## src/rtl/pipe_pkg.sv

```systemverilog
// Shared definitions for elastic pipeline-stage registers.
package pipe_pkg;

    // Stage occupancy encoding; the value equals the number of held entries.
    typedef enum logic [1:0] {
        ST_EMPTY = 2'd0,
        ST_ONE   = 2'd1,
        ST_FULL  = 2'd2
    } pipe_state_t;

    // Generic defaults.
    localparam int unsigned DEF_CTRL_W = 8;
    localparam int unsigned DEF_DATA_W = 128;

    // Per-boundary bundle widths.
    localparam int unsigned IF_ID_CTRL_W   = 1;
    localparam int unsigned IF_ID_DATA_W   = 64;
    localparam int unsigned ID_EXE_CTRL_W  = 8;
    localparam int unsigned ID_EXE_DATA_W  = 128;
    localparam int unsigned EXE_MEM_CTRL_W = 4;
    localparam int unsigned EXE_MEM_DATA_W = 104;
    localparam int unsigned MEM_WB_CTRL_W  = 2;
    localparam int unsigned MEM_WB_DATA_W  = 72;

endpackage

```

## src/rtl/pipe_slot.sv

```systemverilog
// One storage slot: control + data register with load enable and control clear.
module pipe_slot #(
    parameter int unsigned CTRL_W = 8,
    parameter int unsigned DATA_W = 128
) (
    input  logic              clk,
    input  logic              rst,
    input  logic              i_load,
    input  logic              i_clr,
    input  logic [CTRL_W-1:0] i_ctrl,
    input  logic [DATA_W-1:0] i_data,
    output logic [CTRL_W-1:0] o_ctrl,
    output logic [DATA_W-1:0] o_data
);

    logic [CTRL_W-1:0] r_ctrl;
    logic [DATA_W-1:0] r_data;

    // Control register: clear wins over load so a bubble or flush never carries control.
    always_ff @(posedge clk or posedge rst) begin
        if (rst) begin
            r_ctrl <= '0;
        end else if (i_clr) begin
            r_ctrl <= '0;
        end else if (i_load) begin
            r_ctrl <= i_ctrl;
        end
    end

    // Data register: only loads, keeps its value across bubbles.
    always_ff @(posedge clk or posedge rst) begin
        if (rst) begin
            r_data <= '0;
        end else if (i_load) begin
            r_data <= i_data;
        end
    end

    assign o_ctrl = r_ctrl;
    assign o_data = r_data;

endmodule

```

## src/rtl/elastic_pipe_stage.sv

```systemverilog
// Elastic pipeline-stage register with 2-entry skid buffer, flush and bubble insertion.
module elastic_pipe_stage
    import pipe_pkg::*;
#(
    parameter int unsigned CTRL_W = DEF_CTRL_W,
    parameter int unsigned DATA_W = DEF_DATA_W
) (
    input  logic              clk,
    input  logic              rst,
    input  logic              flush,
    input  logic              in_valid,
    output logic              in_ready,
    input  logic [CTRL_W-1:0] in_ctrl,
    input  logic [DATA_W-1:0] in_data,
    output logic              out_valid,
    input  logic              out_ready,
    output logic [CTRL_W-1:0] out_ctrl,
    output logic [DATA_W-1:0] out_data,
    output logic [1:0]        occupancy
);

    pipe_state_t       r_state;
    pipe_state_t       w_next_state;
    logic              r_out_valid;
    logic              r_in_ready;

    logic              w_in_xfer;
    logic              w_out_xfer;
    logic              w_main_load;
    logic              w_main_clr;
    logic              w_main_from_skid;
    logic              w_skid_load;
    logic              w_skid_clr;

    logic [CTRL_W-1:0] w_main_ctrl_d;
    logic [DATA_W-1:0] w_main_data_d;
    logic [CTRL_W-1:0] w_skid_ctrl;
    logic [DATA_W-1:0] w_skid_data;

    assign w_in_xfer  = in_valid & r_in_ready;
    assign w_out_xfer = r_out_valid & out_ready;

    // Main slot refills either from the input or from the skid slot.
    assign w_main_ctrl_d = w_main_from_skid ? w_skid_ctrl : in_ctrl;
    assign w_main_data_d = w_main_from_skid ? w_skid_data : in_data;

    // Next-state and slot-control decode; flush overrides every handshake.
    always_comb begin
        w_next_state     = r_state;
        w_main_load      = 1'b0;
        w_main_clr       = 1'b0;
        w_main_from_skid = 1'b0;
        w_skid_load      = 1'b0;
        w_skid_clr       = 1'b0;
        if (flush) begin
            w_next_state = ST_EMPTY;
            w_main_clr   = 1'b1;
            w_skid_clr   = 1'b1;
        end else begin
            case (r_state)
                ST_EMPTY: begin
                    if (w_in_xfer) begin
                        w_main_load  = 1'b1;
                        w_next_state = ST_ONE;
                    end
                end
                ST_ONE: begin
                    if (w_out_xfer && w_in_xfer) begin
                        w_main_load = 1'b1;
                    end else if (w_out_xfer) begin
                        w_main_clr   = 1'b1;
                        w_next_state = ST_EMPTY;
                    end else if (w_in_xfer) begin
                        w_skid_load  = 1'b1;
                        w_next_state = ST_FULL;
                    end
                end
                ST_FULL: begin
                    if (out_ready) begin
                        w_main_load      = 1'b1;
                        w_main_from_skid = 1'b1;
                        w_next_state     = ST_ONE;
                    end
                end
                default: begin
                    w_main_clr   = 1'b1;
                    w_skid_clr   = 1'b1;
                    w_next_state = ST_EMPTY;
                end
            endcase
        end
    end

    // State and registered handshake outputs, all derived from the next state.
    always_ff @(posedge clk or posedge rst) begin
        if (rst) begin
            r_state     <= ST_EMPTY;
            r_out_valid <= 1'b0;
            r_in_ready  <= 1'b1;
        end else begin
            r_state     <= w_next_state;
            r_out_valid <= (w_next_state != ST_EMPTY);
            r_in_ready  <= (w_next_state != ST_FULL);
        end
    end

    pipe_slot #(
        .CTRL_W (CTRL_W),
        .DATA_W (DATA_W)
    ) u_main (
        .clk    (clk),
        .rst    (rst),
        .i_load (w_main_load),
        .i_clr  (w_main_clr),
        .i_ctrl (w_main_ctrl_d),
        .i_data (w_main_data_d),
        .o_ctrl (out_ctrl),
        .o_data (out_data)
    );

    pipe_slot #(
        .CTRL_W (CTRL_W),
        .DATA_W (DATA_W)
    ) u_skid (
        .clk    (clk),
        .rst    (rst),
        .i_load (w_skid_load),
        .i_clr  (w_skid_clr),
        .i_ctrl (in_ctrl),
        .i_data (in_data),
        .o_ctrl (w_skid_ctrl),
        .o_data (w_skid_data)
    );

    assign out_valid = r_out_valid;
    assign in_ready  = r_in_ready;
    assign occupancy = 2'(r_state);

endmodule
```

## config.mk

```make
export PLATFORM = sky130hd
export DESIGN_NAME = elastic_pipe_stage
export DESIGN_NICKNAME = d
export VERILOG_FILES = /design/src/rtl/pipe_pkg.sv /design/src/rtl/pipe_slot.sv /design/src/rtl/elastic_pipe_stage.sv
export SDC_FILE = /design/constraint.sdc
export NUM_CORES = 1
export LEC_CHECK = 0
export CAP_MARGIN = 20
export CORE_MARGIN = 1
export CORE_UTILIZATION = 42
export CTS_BUF_LIST = sky130_fd_sc_hd__clkbuf_8
export CTS_CLUSTER_SIZE = 20
export DETAILED_ROUTE_END_ITERATION = 7
export PLACE_DENSITY = 0.71
export SYNTH_ARGS = -nofsm -noshare
export SYNTH_HDL_FRONTEND = slang
export SYNTH_SLANG_ARGS = --single-unit
```

## constraint.sdc

```tcl
create_clock -name clk -period 8.55 [get_ports clk]
set_input_delay 1.2825 -clock clk [delete_from_list [all_inputs] [get_ports clk]]
set_output_delay 1.2825 -clock clk [all_outputs]
set_load 0.02 [all_outputs]
```

After elaboration in Yosys (flattened, before gate mapping). Index checks and enable logic that the tools add are counted.

Register bits: 276. Word-level logic and storage cells: 49.

Reduce and logical (&&, ||, !) cells: 7. Bitwise operators: 2. Eq/ne operators: 3. Muxes and demuxes: 30.

Operator list (number): $mux 128 (1); $mux 8 (5); $mux 1 (15); $mux 2 (6); $pmux 2 s3 (1); $reduce_bool 2->1 (3); $pmux 1 s3 (1); $reduce_or 3->1 (1); $and 1x1->1 (2); $eq 2x1->1 const B (1); $eq 2x2->1 const B (1); $logic_not 2->1 (1); $ne 2x2->1 const B (1); $pmux 1 s2 (1); $reduce_or 2->1 (1); $logic_and 1x1->1 (1).

Logic depth before layout (Yosys ltp).
Word-level depth: 8. Gate-level depth with buffers: 7. Depth with buffers taken out: 4.

By module. Synthesis repeated with hierarchy kept, for this count alone.

Cell total of the unflattened synthesis: 768. Area total of the unflattened synthesis: 12318.1 µm².

By module, submodules not included: pipe_slot (cells an instance 297, area an instance 5195.0 µm², times used 2, seq. area each 3403.3 µm²); elastic_pipe_stage (cells an instance 174, area an instance 1928.1 µm², times used 1, seq. area each 101.3 µm²).

Least setup slack after synthesis. Ideal clock, no wire load.

Path kind: in2reg. Start: input port in_valid. End: register u_skid.r_data[100] (netlist: u_skid.o_data[100]). Cell stages on the path: 7. Path slack: 6.041 ns. Buffers on the path: 3. Library setup time: 0.125 ns. Required time: 8.425 ns. Arrival time: 2.384 ns. Path through: nand3b_1 nand2b_1 buf_6 nor2_8 buf_8 buf_8 mux2_4.

Cells in the longest elaborated chain, start to end: 6.

Ends and longest elaborated chain: from (decl) (line elastic_pipe_stage.sv:11) `input logic in_valid,`; $and 1x1->1 * (line elastic_pipe_stage.sv:40) `assign w_in_xfer = in_valid & r_in_ready;`; $mux 1 (line elastic_pipe_stage.sv:73) `end else if (w_in_xfer) begin`; $mux 1 (line elastic_pipe_stage.sv:70) `end else if (w_out_xfer) begin`; $mux 1 * (line elastic_pipe_stage.sv:68) `if (w_out_xfer && w_in_xfer) begin`; $mux 1 * (line elastic_pipe_stage.sv:60) `case (r_state)`; $mux 1 * (line elastic_pipe_stage.sv:55) `if (flush) begin`; to (signal assigned) (line pipe_slot.sv:35) `r_data <= i_data;`; to (decl) (line pipe_slot.sv:17) `logic [DATA_W-1:0] r_data;`.

Every way passes the cells marked *; elsewhere a longest branch is shown, timed or not. A chain may end at the register's enable or synchronous reset.

Final worst setup path.
Start: input port flush. End: register u_main.r_ctrl[0] (netlist: u_main.o_ctrl[0]).

Cells in the longest elaborated chain, start to end: 4.

Ends and longest elaborated chain: from (decl) (line elastic_pipe_stage.sv:10) `input logic flush,`; $mux 1 (line elastic_pipe_stage.sv:55); $mux 8 (line elastic_pipe_stage.sv:44) `assign w_main_ctrl_d = w_main_from_skid ? w_skid_ctrl : in_ctrl;`; $mux 8 (line pipe_slot.sv:25) `end else if (i_load) begin`; $mux 8 (line pipe_slot.sv:23) `end else if (i_clr) begin`; to (signal assigned) (line pipe_slot.sv:26) `r_ctrl <= i_ctrl;`; to (decl) (line pipe_slot.sv:16) `logic [CTRL_W-1:0] r_ctrl;`.

Several ways; a longest one is shown, not always the timed one. The select of a mux whose other input is x is not followed.

==> results.md <==
* Syn_nets at between 1000 and 1500
* Die Span X at between 150 and 200 microns
* Setup Crit Path Kind: in2reg
* Cell taking the most area after synthesis: dfrtp_1
* Post-cts gate resize count at 0
* FF-to-FF path depth at 5
* DRT antenna net count at 0
* Reg2Reg Setup Slack at 5.41 ns
* I/O pins at approximately 280
* Syn. warnings at 0
* Pwr Density at 298 nW/um^2
* Synthesized instance count at 937
* Fillers at 2403
* Fraction of layout instances using a drive strength above 1 at between 15 and 20%
* Via count at ~8400
* Number of synthesized flops with an enable pin at 0
* Number of global-route vias before repair at about 9000
* Post-synth top flop: dfrtp_1
* CTS clock-pin slew for the worst setup and hold paths at around 0.060 ns
* Crit path DAT at roughly 4.5 ns
* Most frequent cell after synthesis: dfrtp_1
* Total gr overflow at 0
* CP top delay family: buffers and inverters
* Setup_tns at 0 ns
* Final Max Slew Viols at 0
* Cell mode on critical path: buf_4
* P&R area growth vs syn at 32.3%
* Final GP Congestion at between 0.7 and 0.8
* Synth cell types at 32
* Initial drt markers at 455
* Number of diodes at 0
* Total length of routed wires at 30.8 mm
* Via-per-instance ratio at 5.20
* CP max FO at 77
* Setup Fix Bufs, Post-CTS at 0
* Buffers on Ports at 280
* Clk buf depth at 3
* Critical path launch point type: input port
* Core area at between 20000 and 30000 sq um
* Gr usage total at between 20% and 30%
* DRC errors left at 0
* Avg Cell Area, Syn at 13.2 sq um
* Max-Cap Viols at 0
* Status: completed
* Detail Placement HPWL at approximately 18 mm
* CTS Sinks at 276
* Layout Skew at ~0.020 ns
* CP max stage delay at slightly above 0.8 ns
* Initial core utilization at a little over two fifths
* Std cell rows at 62
* P_leak at 6.60 nW
* Hold Crit Class: reg2reg
* Final period utilization at between 40% and 50%
* Hold Vio Cnt, Final at 0
* Crit path cell chain: clkdlybuf4s50_1, a21oi_4, buf_4, buf_4, nand2_1, a211oi_1
* Wire per inst at ~19 microns
* Hold Path Sink: u_skid.o_data[12]
* Die H at 173 microns
* RR Endpoint: u_skid.o_data[7]
* Fin nets at 1347
* Post-Syn Area at ~12000 sq um
* Total CTS buffers at 48
* Worst flop-to-flop path startpoint: occupancy[1]
* CTS tree: done
* First-pass GRT wire length at 49.6 mm
* Largest net degree at the start of global routing at 81
* Hold buffers post-CTS at 0
* Register area share after synthesis at 56.0%
* Clock latency on the worst-skew pair at between 0.5 and 0.6 ns
* Hold depth at 1
* Hold path startpoint: u_skid.o_data[12]
* Clock root buffer: clkbuf_8
* Max-slew headroom at approximately a third
* Placed cells at roughly 1500
* Htree depth at 2
* FFs w/ async S/R, synth at 100%
* Area contributors post-synth: dfrtp_1 (56%), mux2_4 (12%), mux2i_1 (11%)
* Initial antenna violation count at 0
* Synth top cells by count: dfrtp_1 (275), a21oi_1 (258), mux2i_1 (136), mux2_4 (100), clkbuf_1 (25)
* Slowest cell on the critical path: buf_4
* WP data required at ~9 ns
* Drt first pass iters at 5
* Crit path buf inv count at 3
* Number of synthesized register bits at around 280
* Area of the multi-input gates at approximately 4900 sq um
* Max Clock Freq at between 200 and 250 MHz
* Final setup violation count at 0
* Die area at between 30000 and 40000 sq um
* Min cycle time layout at ~4 ns
* Max VDD drop at 158 uV
* Critical path endpoint category: flip-flop
* Yosys top cell area share at between 50 and 60%
* Slew @ Worst Pin at about 1 ns
* Final cell count without fillers at 1626
* RSZ-0062 raised after global routing: false
* Sequential Area at between 6000 and 7000 sq um
==> registers in the layout, indices dropped and copies added (netlist names) <==
signal	count
u_main.o_data	128
u_skid.o_data	128
u_main.o_ctrl	8
u_skid.o_ctrl	8
occupancy	2
in_ready	1
out_valid	1
==> through the flow <==
stage                     util [%]  instance area [sq um]  setup WS (ns)  hold WS, ns  power (mW)
after detailed placement      52.8                  15200           3.95        0.479        3.57
after global routing          56.7                  16300           4.31        0.512        5.12
final                         56.7                  16300           4.50        0.486        4.87
after floorplan                  -                  12300           3.62        0.458        2.92
after global placement        52.8                  15200           4.04        0.468        3.52
after CTS                     56.5                  16300           4.55        0.492        4.92
==> power by group <==
| part | internal (mW) | switching (mW) | total, mW |
|---|---|---|---|
| Clock | 0.774 | 0.536 | 1.31 |
| Combinational | 0.831 | 0.672 | 1.50 |
| Sequential | 1.78 | 0.272 | 2.05 |
| Total | 3.39 | 1.48 | 4.87 |
==> final cells by class <==
class,instances,area share (%)
clock buffers,66,5.57
clock inverters,20,0.982
inverters,2,0.0690
multi-input cells,583,29.9
flip-flops and latches,276,42.3
well taps,384,2.94
repair buffers,295,18.2
==> cell families after synthesis <==
family,after synthesis,share of synthesized area (%)
compound gates,279,11.7
xor+xnor,1,0.0710
buf+inv,78,4.63
flops,276,56.0
mux,264,25.8
simple gates,39,1.86
==> worst max-delay path by stage <==
stage	startpoint	end	slack (ns)	cells past startpoint
2_1_floorplan	rst	occupancy[0]	3.62	1
3_3_place_gp	flush	u_main.o_ctrl[7]	4.04	6
3_5_place_dp	flush	u_main.o_ctrl[0]	3.95	6
4_1_cts	flush	u_main.o_ctrl[0]	4.55	6
5_1_grt	flush	u_main.o_ctrl[0]	4.31	6
6_report	flush	u_main.o_ctrl[0]	4.50	6
==> cells in the final DEF (no fill, tap or decap), types with 2 or more instances in the layout <==
cell	instances
buf_4	12
dfrtp_1	275
nor2_1	9
nand2_1	3
mux2_4	100
nand3_1	8
clkbuf_8	66
mux2i_1	136
o21ai_0	9
mux2_2	18
buf_16	2
nand3b_1	2
bufinv_16	3
mux2_1	10
a21oi_1	257
inv_1	13
clkinv_2	5
nand2b_1	10
a211oi_1	8
clkdlybuf4s50_1	280
==> routing by layer <==
layer	vias up	GRT usage, %	wire length [microns]	share of wire, %
li1	3914	-	-	-
met2	269	32.5	14400	47
met3	49	6.14	2330	7.6
met1	4217	26.9	13400	44
met5	-	0	0	0
met4	0	5.75	644	2.1
Note: power is estimated with default switching activity, not from simulation.
